### src/rtl/mips_pkg.sv
// Shared core definitions: divider state encoding and default datapath width.
package mips_pkg;

  localparam int DIV_WIDTH = 32;

  localparam logic [1:0] DIV_IDLE = 2'd0;
  localparam logic [1:0] DIV_ITER = 2'd1;
  localparam logic [1:0] DIV_FIX  = 2'd2;

  typedef enum logic [1:0] {
    ST_IDLE = DIV_IDLE,
    ST_ITER = DIV_ITER,
    ST_FIX  = DIV_FIX
  } div_state_e;

endpackage

### src/rtl/div_unit_if.sv
// Request/result bundle between the EX-stage hazard logic and the divider.
interface div_unit_if import mips_pkg::*; #(parameter int WIDTH = DIV_WIDTH);

  logic             start;
  logic             is_signed;
  logic [WIDTH-1:0] dividend;
  logic [WIDTH-1:0] divisor;
  logic             busy;
  logic             done;
  logic [WIDTH-1:0] quotient;
  logic [WIDTH-1:0] remainder;
  logic             div_by_zero;

  modport master (
    output start, is_signed, dividend, divisor,
    input  busy, done, quotient, remainder, div_by_zero
  );

  modport slave (
    input  start, is_signed, dividend, divisor,
    output busy, done, quotient, remainder, div_by_zero
  );

endinterface

### src/rtl/div_step.sv
// One restoring shift-subtract iteration on the {rem, quo} register pair.
module div_step #(
  parameter int WIDTH = 32
) (
  input  logic [WIDTH-1:0] rem_i,
  input  logic [WIDTH-1:0] quo_i,
  input  logic [WIDTH-1:0] dvsr_i,
  output logic [WIDTH-1:0] rem_o,
  output logic [WIDTH-1:0] quo_o
);

  logic [WIDTH:0] shifted;
  logic [WIDTH:0] trial;

  // The extra top bit acts as the borrow: set means the subtraction went negative.
  always_comb begin
    shifted = {rem_i, quo_i[WIDTH-1]};
    trial   = shifted - {1'b0, dvsr_i};
    if (!trial[WIDTH]) begin
      rem_o = trial[WIDTH-1:0];
      quo_o = {quo_i[WIDTH-2:0], 1'b1};
    end else begin
      rem_o = shifted[WIDTH-1:0];
      quo_o = {quo_i[WIDTH-2:0], 1'b0};
    end
  end

endmodule

### src/rtl/div_unit.sv
// Multi-cycle DIV/DIVU unit: magnitude restoring division, one bit per clock,
// followed by a single sign fix-up cycle.
module div_unit import mips_pkg::*; #(
  parameter int WIDTH = DIV_WIDTH
) (
  input logic       clk,
  input logic       rst_n,
  div_unit_if.slave bus
);

  localparam int             CW   = $clog2(WIDTH) + 1;
  localparam logic [CW-1:0]  LAST = CW'(WIDTH - 1);

  div_state_e       state_q, state_d;
  logic [CW-1:0]    cnt_q;
  logic [WIDTH-1:0] rem_q, quo_q, dvsr_q, dvnd_raw_q;
  logic [WIDTH-1:0] quotient_q, remainder_q;
  logic             neg_quo_q, neg_rem_q, dbz_q, div_by_zero_q, done_q;
  logic [WIDTH-1:0] rem_nx, quo_nx, abs_dvnd, abs_dvsr;

  always_comb begin
    abs_dvnd = (bus.is_signed && bus.dividend[WIDTH-1]) ? -bus.dividend : bus.dividend;
    abs_dvsr = (bus.is_signed && bus.divisor[WIDTH-1])  ? -bus.divisor  : bus.divisor;
  end

  div_step #(.WIDTH(WIDTH)) u_step (
    .rem_i  (rem_q),
    .quo_i  (quo_q),
    .dvsr_i (dvsr_q),
    .rem_o  (rem_nx),
    .quo_o  (quo_nx)
  );

  always_ff @(posedge clk or negedge rst_n) begin
    if (!rst_n) state_q <= ST_IDLE;
    else        state_q <= state_d;
  end

  always_comb begin
    state_d = state_q;
    unique case (state_q)
      ST_IDLE: if (bus.start)     state_d = ST_ITER;
      ST_ITER: if (cnt_q == LAST) state_d = ST_FIX;
      ST_FIX:                     state_d = ST_IDLE;
      default:                    state_d = ST_IDLE;
    endcase
  end

  always_ff @(posedge clk or negedge rst_n) begin
    if (!rst_n) begin
      cnt_q         <= '0;
      rem_q         <= '0;
      quo_q         <= '0;
      dvsr_q        <= '0;
      dvnd_raw_q    <= '0;
      neg_quo_q     <= 1'b0;
      neg_rem_q     <= 1'b0;
      dbz_q         <= 1'b0;
      quotient_q    <= '0;
      remainder_q   <= '0;
      div_by_zero_q <= 1'b0;
      done_q        <= 1'b0;
    end else begin
      done_q <= (state_q == ST_FIX);
      unique case (state_q)
        ST_IDLE: if (bus.start) begin
          quo_q      <= abs_dvnd;
          rem_q      <= '0;
          dvsr_q     <= abs_dvsr;
          dvnd_raw_q <= bus.dividend;
          neg_quo_q  <= bus.is_signed & (bus.dividend[WIDTH-1] ^ bus.divisor[WIDTH-1]);
          neg_rem_q  <= bus.is_signed & bus.dividend[WIDTH-1];
          dbz_q      <= (bus.divisor == '0);
          cnt_q      <= '0;
        end
        ST_ITER: begin
          rem_q <= rem_nx;
          quo_q <= quo_nx;
          cnt_q <= cnt_q + CW'(1);
        end
        ST_FIX: begin
          // A zero divisor reports the untouched dividend, never sign-corrected.
          if (dbz_q) begin
            quotient_q  <= '1;
            remainder_q <= dvnd_raw_q;
          end else begin
            quotient_q  <= neg_quo_q ? -quo_q : quo_q;
            remainder_q <= neg_rem_q ? -rem_q : rem_q;
          end
          div_by_zero_q <= dbz_q;
        end
        default: ;
      endcase
    end
  end

  assign bus.busy        = (state_q != ST_IDLE);
  assign bus.done        = done_q;
  assign bus.quotient    = quotient_q;
  assign bus.remainder   = remainder_q;
  assign bus.div_by_zero = div_by_zero_q;

endmodule

### src/flat_wrapper.sv
// flat-port wrapper written by rule: the top's interface ports become plain ports
module div_unit_flat import mips_pkg::*;
#(
  parameter int WIDTH = DIV_WIDTH
)
  (clk, rst_n, bus_start, bus_is_signed, bus_dividend, bus_divisor, bus_busy, bus_done, bus_quotient, bus_remainder, bus_div_by_zero);
  div_unit_if #(.WIDTH(WIDTH)) bus_i ();
  input logic clk;
  input logic rst_n;
  input wire logic [$bits(bus_i.start)-1:0] bus_start;
  input wire logic [$bits(bus_i.is_signed)-1:0] bus_is_signed;
  input wire logic [$bits(bus_i.dividend)-1:0] bus_dividend;
  input wire logic [$bits(bus_i.divisor)-1:0] bus_divisor;
  output wire logic [$bits(bus_i.busy)-1:0] bus_busy;
  output wire logic [$bits(bus_i.done)-1:0] bus_done;
  output wire logic [$bits(bus_i.quotient)-1:0] bus_quotient;
  output wire logic [$bits(bus_i.remainder)-1:0] bus_remainder;
  output wire logic [$bits(bus_i.div_by_zero)-1:0] bus_div_by_zero;
  assign bus_i.start = bus_start;
  assign bus_i.is_signed = bus_is_signed;
  assign bus_i.dividend = bus_dividend;
  assign bus_i.divisor = bus_divisor;
  assign bus_busy = bus_i.busy;
  assign bus_done = bus_i.done;
  assign bus_quotient = bus_i.quotient;
  assign bus_remainder = bus_i.remainder;
  assign bus_div_by_zero = bus_i.div_by_zero;
  div_unit #(.WIDTH(WIDTH)) u_core (.clk(clk), .rst_n(rst_n), .bus(bus_i));
endmodule
### config.mk
export PLATFORM = sky130hd
export DESIGN_NAME = div_unit_flat
export DESIGN_NICKNAME = d
export VERILOG_FILES = /design/src/rtl/mips_pkg.sv /design/src/rtl/div_unit_if.sv /design/src/rtl/div_step.sv /design/src/rtl/div_unit.sv /design/src/flat_wrapper.sv
export SDC_FILE = /design/constraint.sdc
export NUM_CORES = 1
export LEC_CHECK = 0
export ABC_AREA = 1
export CAP_MARGIN = 20
export CORE_UTILIZATION = 36
export CTS_CLUSTER_SIZE = 25
export DETAILED_ROUTE_END_ITERATION = 10
export PLACE_DENSITY = 0.63
export SKIP_CTS_REPAIR_TIMING = 1
export SYNTH_ARGS = -nofsm -noshare
export SYNTH_HDL_FRONTEND = slang
export SYNTH_SLANG_ARGS = --single-unit
### constraint.sdc
create_clock -name clk -period 2.5 [get_ports clk]
set_clock_uncertainty 0.1 [all_clocks]
set_input_delay 0.5 -clock clk [delete_from_list [all_inputs] [get_ports clk]]
set_output_delay 0.5 -clock clk [all_outputs]
set_load 0.005 [all_outputs]
After elaboration in Yosys (flattened, before gate mapping). Cells that the tools add are included.

Reduce and logical (&&, ||, !) cells: 9. Muxes and demuxes: 17. Equality and inequality tests: 5. Bitwise operators: 3. Add/sub/neg operators: 6.

Operator list (number): 2-to-1 mux 32 bit (9); negator 32 bit (4); case mux 32 bit (2 select lines) (2); subtractor 33 x 32 -> 33 bit (1); logical NOT 32 bit (1); case mux 6 bit (2 select lines) (1); adder 6 x 1 -> 6 bit (second input constant) (1); == test 6 x 5 -> 1 bit (second input constant) (1); 2-to-1 mux 6 bit (1); AND reduction 2 bit (3); 2-to-1 mux 2 bit (2); case mux 2 bit (2 select lines) (1); nonzero test 2 bit (2); AND 1 bit (2); == test 2 x 1 -> 1 bit (second input constant) (1); == test 2 bit (second input constant) (1); logical AND 1 bit (2); logical NOT 2 bit (1); inequality test 2 x 1 -> 1 bit (second input constant) (1); inequality test 2 bit (second input constant) (1); 2-to-1 mux 1 bit (1); XOR 1 bit (1).

Word-level logic and storage cells: 53. Input port bits: 68. Output and inout port bits: 67. Flip-flop bits (word level): 205.

Longest topological paths before layout.
Word-level depth: 4. Depth in mapped cells: 18. Depth with buffers taken out: 17.

By module. A second synthesis with hierarchy kept.

Cell total of the unflattened synthesis: 2276. Area, all modules: 14915.6 sq um.

Modules (own cells, without submodules): div_unit (sequential area each 5129.9 sq um, area each 11532.3 sq um, times used 1, cells each 1565); div_step (sequential area each 0.0 sq um, area each 3383.2 sq um, times used 1, cells each 711).

Worst setup path before layout. Ideal clock, no wire load.

Path kind: reg2reg. From: register u_core.quo_q[31]. To: register u_core.rem_q[16]. Data required time: 2283 ps. Setup time: 117 ps. Clock period less this slack: 2243 ps. Setup slack: 257 ps. Stages on the path, launching flop included: 19. Buffers on the path: 1. Data arrival time: 2026 ps. Cells stage by stage: dfrtp_1 > inv_1 > ha_1 > fa_1 > inv_1 > nand2_1 > nand2_1 > nand3_2 > nand2_4 > nand2_4 > nand2_4 > nand2_4 > nand2_4 > nand2_8 > nand2_8 > buf_12 > nand2_2 > nand3_1 > nand2_1.

Cells in the longest elaborated chain, start to end: 3.

RTL lines: from (decl) (RTL line div_unit.sv:16) `logic [WIDTH-1:0] rem_q, quo_q, dvsr_q, dvnd_raw_q;`; from (signal assigned) (RTL line div_unit.sv:67) `quo_q <= abs_dvnd;`; from (signal assigned) (RTL line div_unit.sv:78) `quo_q <= quo_nx;`; subtractor 33 x 32 -> 33 bit (RTL line div_step.sv:18) `trial = shifted - {1'b0, dvsr_i};`; 2-to-1 mux 32 bit (RTL line div_step.sv:19) `if (!trial[WIDTH]) begin`; case mux 32 bit (2 select lines) (RTL line div_unit.sv:65) `unique case (state_q)`; to (signal assigned) (RTL line div_unit.sv:77) `rem_q <= rem_nx;`; to (decl) (RTL line div_unit.sv:16).

No other way between the ends. A chain may end at the register's enable or synchronous reset.

Worst setup path after layout.
From: register u_core.dvsr_q[31]. To: register u_core.rem_q[26].

Cells in the longest elaborated chain, start to end: 3.

RTL lines: from (decl) (RTL line div_unit.sv:16); from (signal assigned) (RTL line div_unit.sv:69) `dvsr_q <= abs_dvsr;`; subtractor 33 x 32 -> 33 bit (RTL line div_step.sv:18); 2-to-1 mux 32 bit (RTL line div_step.sv:19); case mux 32 bit (2 select lines) (RTL line div_unit.sv:65).

No other way between the ends.

==> results.yml <==
grt:
  grt_max_degree: 103
  track_usage_pct: 25.2
  grtUsageMet2_pct: 39.5
  antenna_found_initial: 2
  met3_usage_pct: 3.48
  grt_pass1_wl_um: 82200
  groute.layer.met1.usage_pct: 36.1
  busiest_layer: "met2"
  grt-ovfl-total: 0
  grt_pass1_vias: 14800
clock_tree:
  cts.clk_slew.worst_paths_ps: 60
  clockBufferDepth: 3
  cts.sinks: 205
  tritoncts: "yes"
  clk_latency_ps: 540
  root_buffer: "clkbuf_16"
  cts_htree_levels: 1
  cts_buffers: 24
pwr:
  swShare_pct: 47.7
  pwr-share-clk_pct: 14.5
  p_sw_mw: 13.5
  ir_worst_vdd_uv: 618
  power_density_nw_per_um2: 1500
  leakagePower_nw: 9.40
  intPower_mw: 14.7
  p_comb_share_pct: 63.6
  p_seq_share_pct: 21.9
  power.total_mw: 28.2
timing:
  hold_viol: 0
  finalSetupViolations: 0
  hold_slack_ps: 385
  max_slew_margin_pct: 53.9
  rsz0062_at_grt: "yes"
  max_freq_mhz: 411
  worstMarginPinSlew_ps: 690
  setup_tns_ps: 0
  fin_crit_sh_pct: 97.3
  layout_min_cycle_time_ps: 2430
  drv_slew: 0
critical_path:
  cp-start-kind: "register"
  rrSetupSlack_ps: 70
  max_stage_delay_ps: 360
  arrival_ps: 2740
  cp_slowest_cell: "dfrtp_1"
  worstSetupPathType: "register to register"
  crit_path_max_fanout: 16
  end_kind: "register"
  crit_top_cell: "nand2_1"
  worstPathCellList: "inv_1 > ha_1 > a21o_1 > nor2_1 > nand2_1 > a21oi_4 > nand3_4 > buf_12 > nand2_8 > nand2_2 > nand3_1 > nand2_1"
  cp.required_ps: 2810
run:
  drv_cap: 0
synth:
  syn_area_per_cell_sq_um: 6.63
  synth.net_count: 2323
  syn_inst: 2217
  netlist_area_sq_um: 14700
  synth_seq_cells: 205
  ys_types: 50
  synth_warnings: 0
  ys_seq_area_share_pct: 34.9
detailed_routing:
  num_vias: 15500
  first_pass_iters: 6
  drc: 0
  first_iter_violations: 1315
  wl_per_cell_um: 17.5
  antenna_left: 0
  drt-total-wl_um: 52800
  vias_per_cell: 5.14
hold_path:
  worst_hold_path_type: "register to register"
floorplan:
  die_height_um: 204
  rows: 73
  die_w_um: 204
  initial_utilization_pct: 36.7
  dieArea_sq_um: 41600
  ioPinCount: 135
  core-area_sq_um: 40000
place:
  finalWeightedCongestion: 1.00
  io_buffers: 134
  place_hpwl_um: 41300
final_layout:
  area_growth_syn_to_layout_pct: 28.5
  postLayoutCoreUtil_pct: 47.2
  nNetsFinal: 2574
  drive_above_1_share_pct: 12.2
status:
  status: "finished, final reports clean"
## power by group through the flow
stage / logic [mW] / clock network, mW / registers, mW
2_1_floorplan: 10.7 / 0 / 5.80
3_3_place_gp: 16.5 / 0 / 6.14
3_5_place_dp: 16.7 / 0 / 6.16
4_1_cts: 16.7 / 4.15 / 6.12
5_1_grt: 19.9 / 4.28 / 6.34
6_report: 18.0 / 4.09 / 6.17
## routing by layer
metal,part of all wire [%],wire [um]
met3,7.2,3800
met1,46,24300
met2,44,23300
met5,0,0
met4,2.7,1410
## flip-flops by register name, indices dropped and copies added (netlist names), 2 cells and up
| register | cells |
|---|---|
| u_core.state_q | 2 |
| u_core.bus.remainder | 32 |
| u_core.rem_q | 32 |
| u_core.cnt_q | 6 |
| u_core.quo_q | 32 |
| u_core.dvnd_raw_q | 32 |
| u_core.bus.quotient | 32 |
| u_core.dvsr_q | 32 |
## through the flow
stage / area [sq um] / cells / setup slack, ps
2_1_floorplan: 14700 / 2217 / 257
3_3_place_gp: 17600 / 2954 / -215
3_5_place_dp: 17600 / 2954 / -215
4_1_cts: 18500 / 2997 / -107
5_1_grt: 18900 / 3010 / -28.2
6_report: 18900 / 3012 / 68.6
## worst paths after layout
path | start | endpoint | depth (start not counted)
setup reg to reg | u_core.dvsr_q[31] | u_core.rem_q[26] | 12
setup / recovery | u_core.dvsr_q[31] | u_core.rem_q[26] | 12
min in group asynchronous | rst_n | u_core.bus.quotient[4] | 2
max in group asynchronous | rst_n | u_core.bus.quotient[24] | 3
hold reg to reg | u_core.dvnd_raw_q[23] | u_core.dvnd_raw_q[23] | 2
hold / removal | u_core.dvnd_raw_q[23] | u_core.dvnd_raw_q[23] | 2
## critical path, delay by kind of cell, from the launching register on
| kind | cells | cell delay (ps) |
|---|---|---|
| AO/OA/AOI/OAI | 2 | 450 |
| AND/OR/NAND/NOR | 7 | 810 |
| adder cells (fa/ha/maj) | 1 | 300 |
| flip-flops | 1 | 360 |
| buffers and inverters | 2 | 290 |
## layout by cell type (no fill, tap or decap), drive strengths merged, types with 51 or more instances in the layout
| cell type | netlist | routed |
|---|---|---|
| buf | 27 | 161 |
| nand2 | 685 | 687 |
| o21ai | 147 | 147 |
| a21oi | 78 | 78 |
| inv | 326 | 326 |
| nor2 | 206 | 206 |
| nand3 | 200 | 200 |
| dfrtp | 205 | 205 |
| xor2 | 51 | 51 |
| clkdlybuf4s50 | 0 | 133 |
## cell usage after synthesis (all sizes together)
| library cell | n | area [sq um] |
|---|---|---|
| a211oi | 1 | 7.51 |
| nand3b | 3 | 22.5 |
| dfrtp | 205 | 5130 |
| fa | 1 | 20.0 |
| a22oi | 28 | 210 |
| a22o | 1 | 8.76 |
| o221ai | 2 | 17.5 |
| xnor2 | 20 | 175 |
| o22ai | 17 | 106 |
| nand4 | 34 | 213 |
| o31ai | 4 | 30.0 |
| or2 | 11 | 68.8 |
| o21bai | 3 | 22.5 |
| nor3 | 33 | 165 |
| o21a | 1 | 7.51 |
| a31oi | 17 | 106 |
| a21o | 2 | 15.0 |
| ha | 37 | 463 |
| o32ai | 1 | 8.76 |
| and2 | 6 | 37.5 |
| buf | 27 | 176 |
| o41ai | 2 | 17.5 |
| clkinv | 1 | 3.75 |
| o211ai | 13 | 97.6 |
| a41oi | 1 | 8.76 |
| and3 | 2 | 12.5 |
| xor2 | 51 | 447 |
| nor2 | 206 | 808 |
| a21oi | 78 | 409 |
| inv | 326 | 1220 |
| clkbuf | 50 | 188 |
| nor4 | 1 | 6.26 |
| nand2 | 685 | 2700 |
| o21ai | 147 | 736 |
| nand3 | 200 | 1020 |
## logic make-up after synthesis
logic type	count (synthesis)	share of synthesized area, %
adders and majority gates	38	3.29
xor gates and xnor gates	71	4.23
AOI/OAI and AO/OA	318	12.3
and+or+nand+nor	1181	34.4
buffers and inverters	404	10.8
DFF	205	34.9
## layout make-up
class	count	area [sq um]
diodes	2	5.00
inverters	327	1230
flip-flops and latches	205	5130
multi-input cells	1610	8100
well taps	525	657
clock buffers	25	604
repair buffers	300	2830
fillers	4090	21100
clock inverters	18	312
Power figures use the tool's default switching activity.
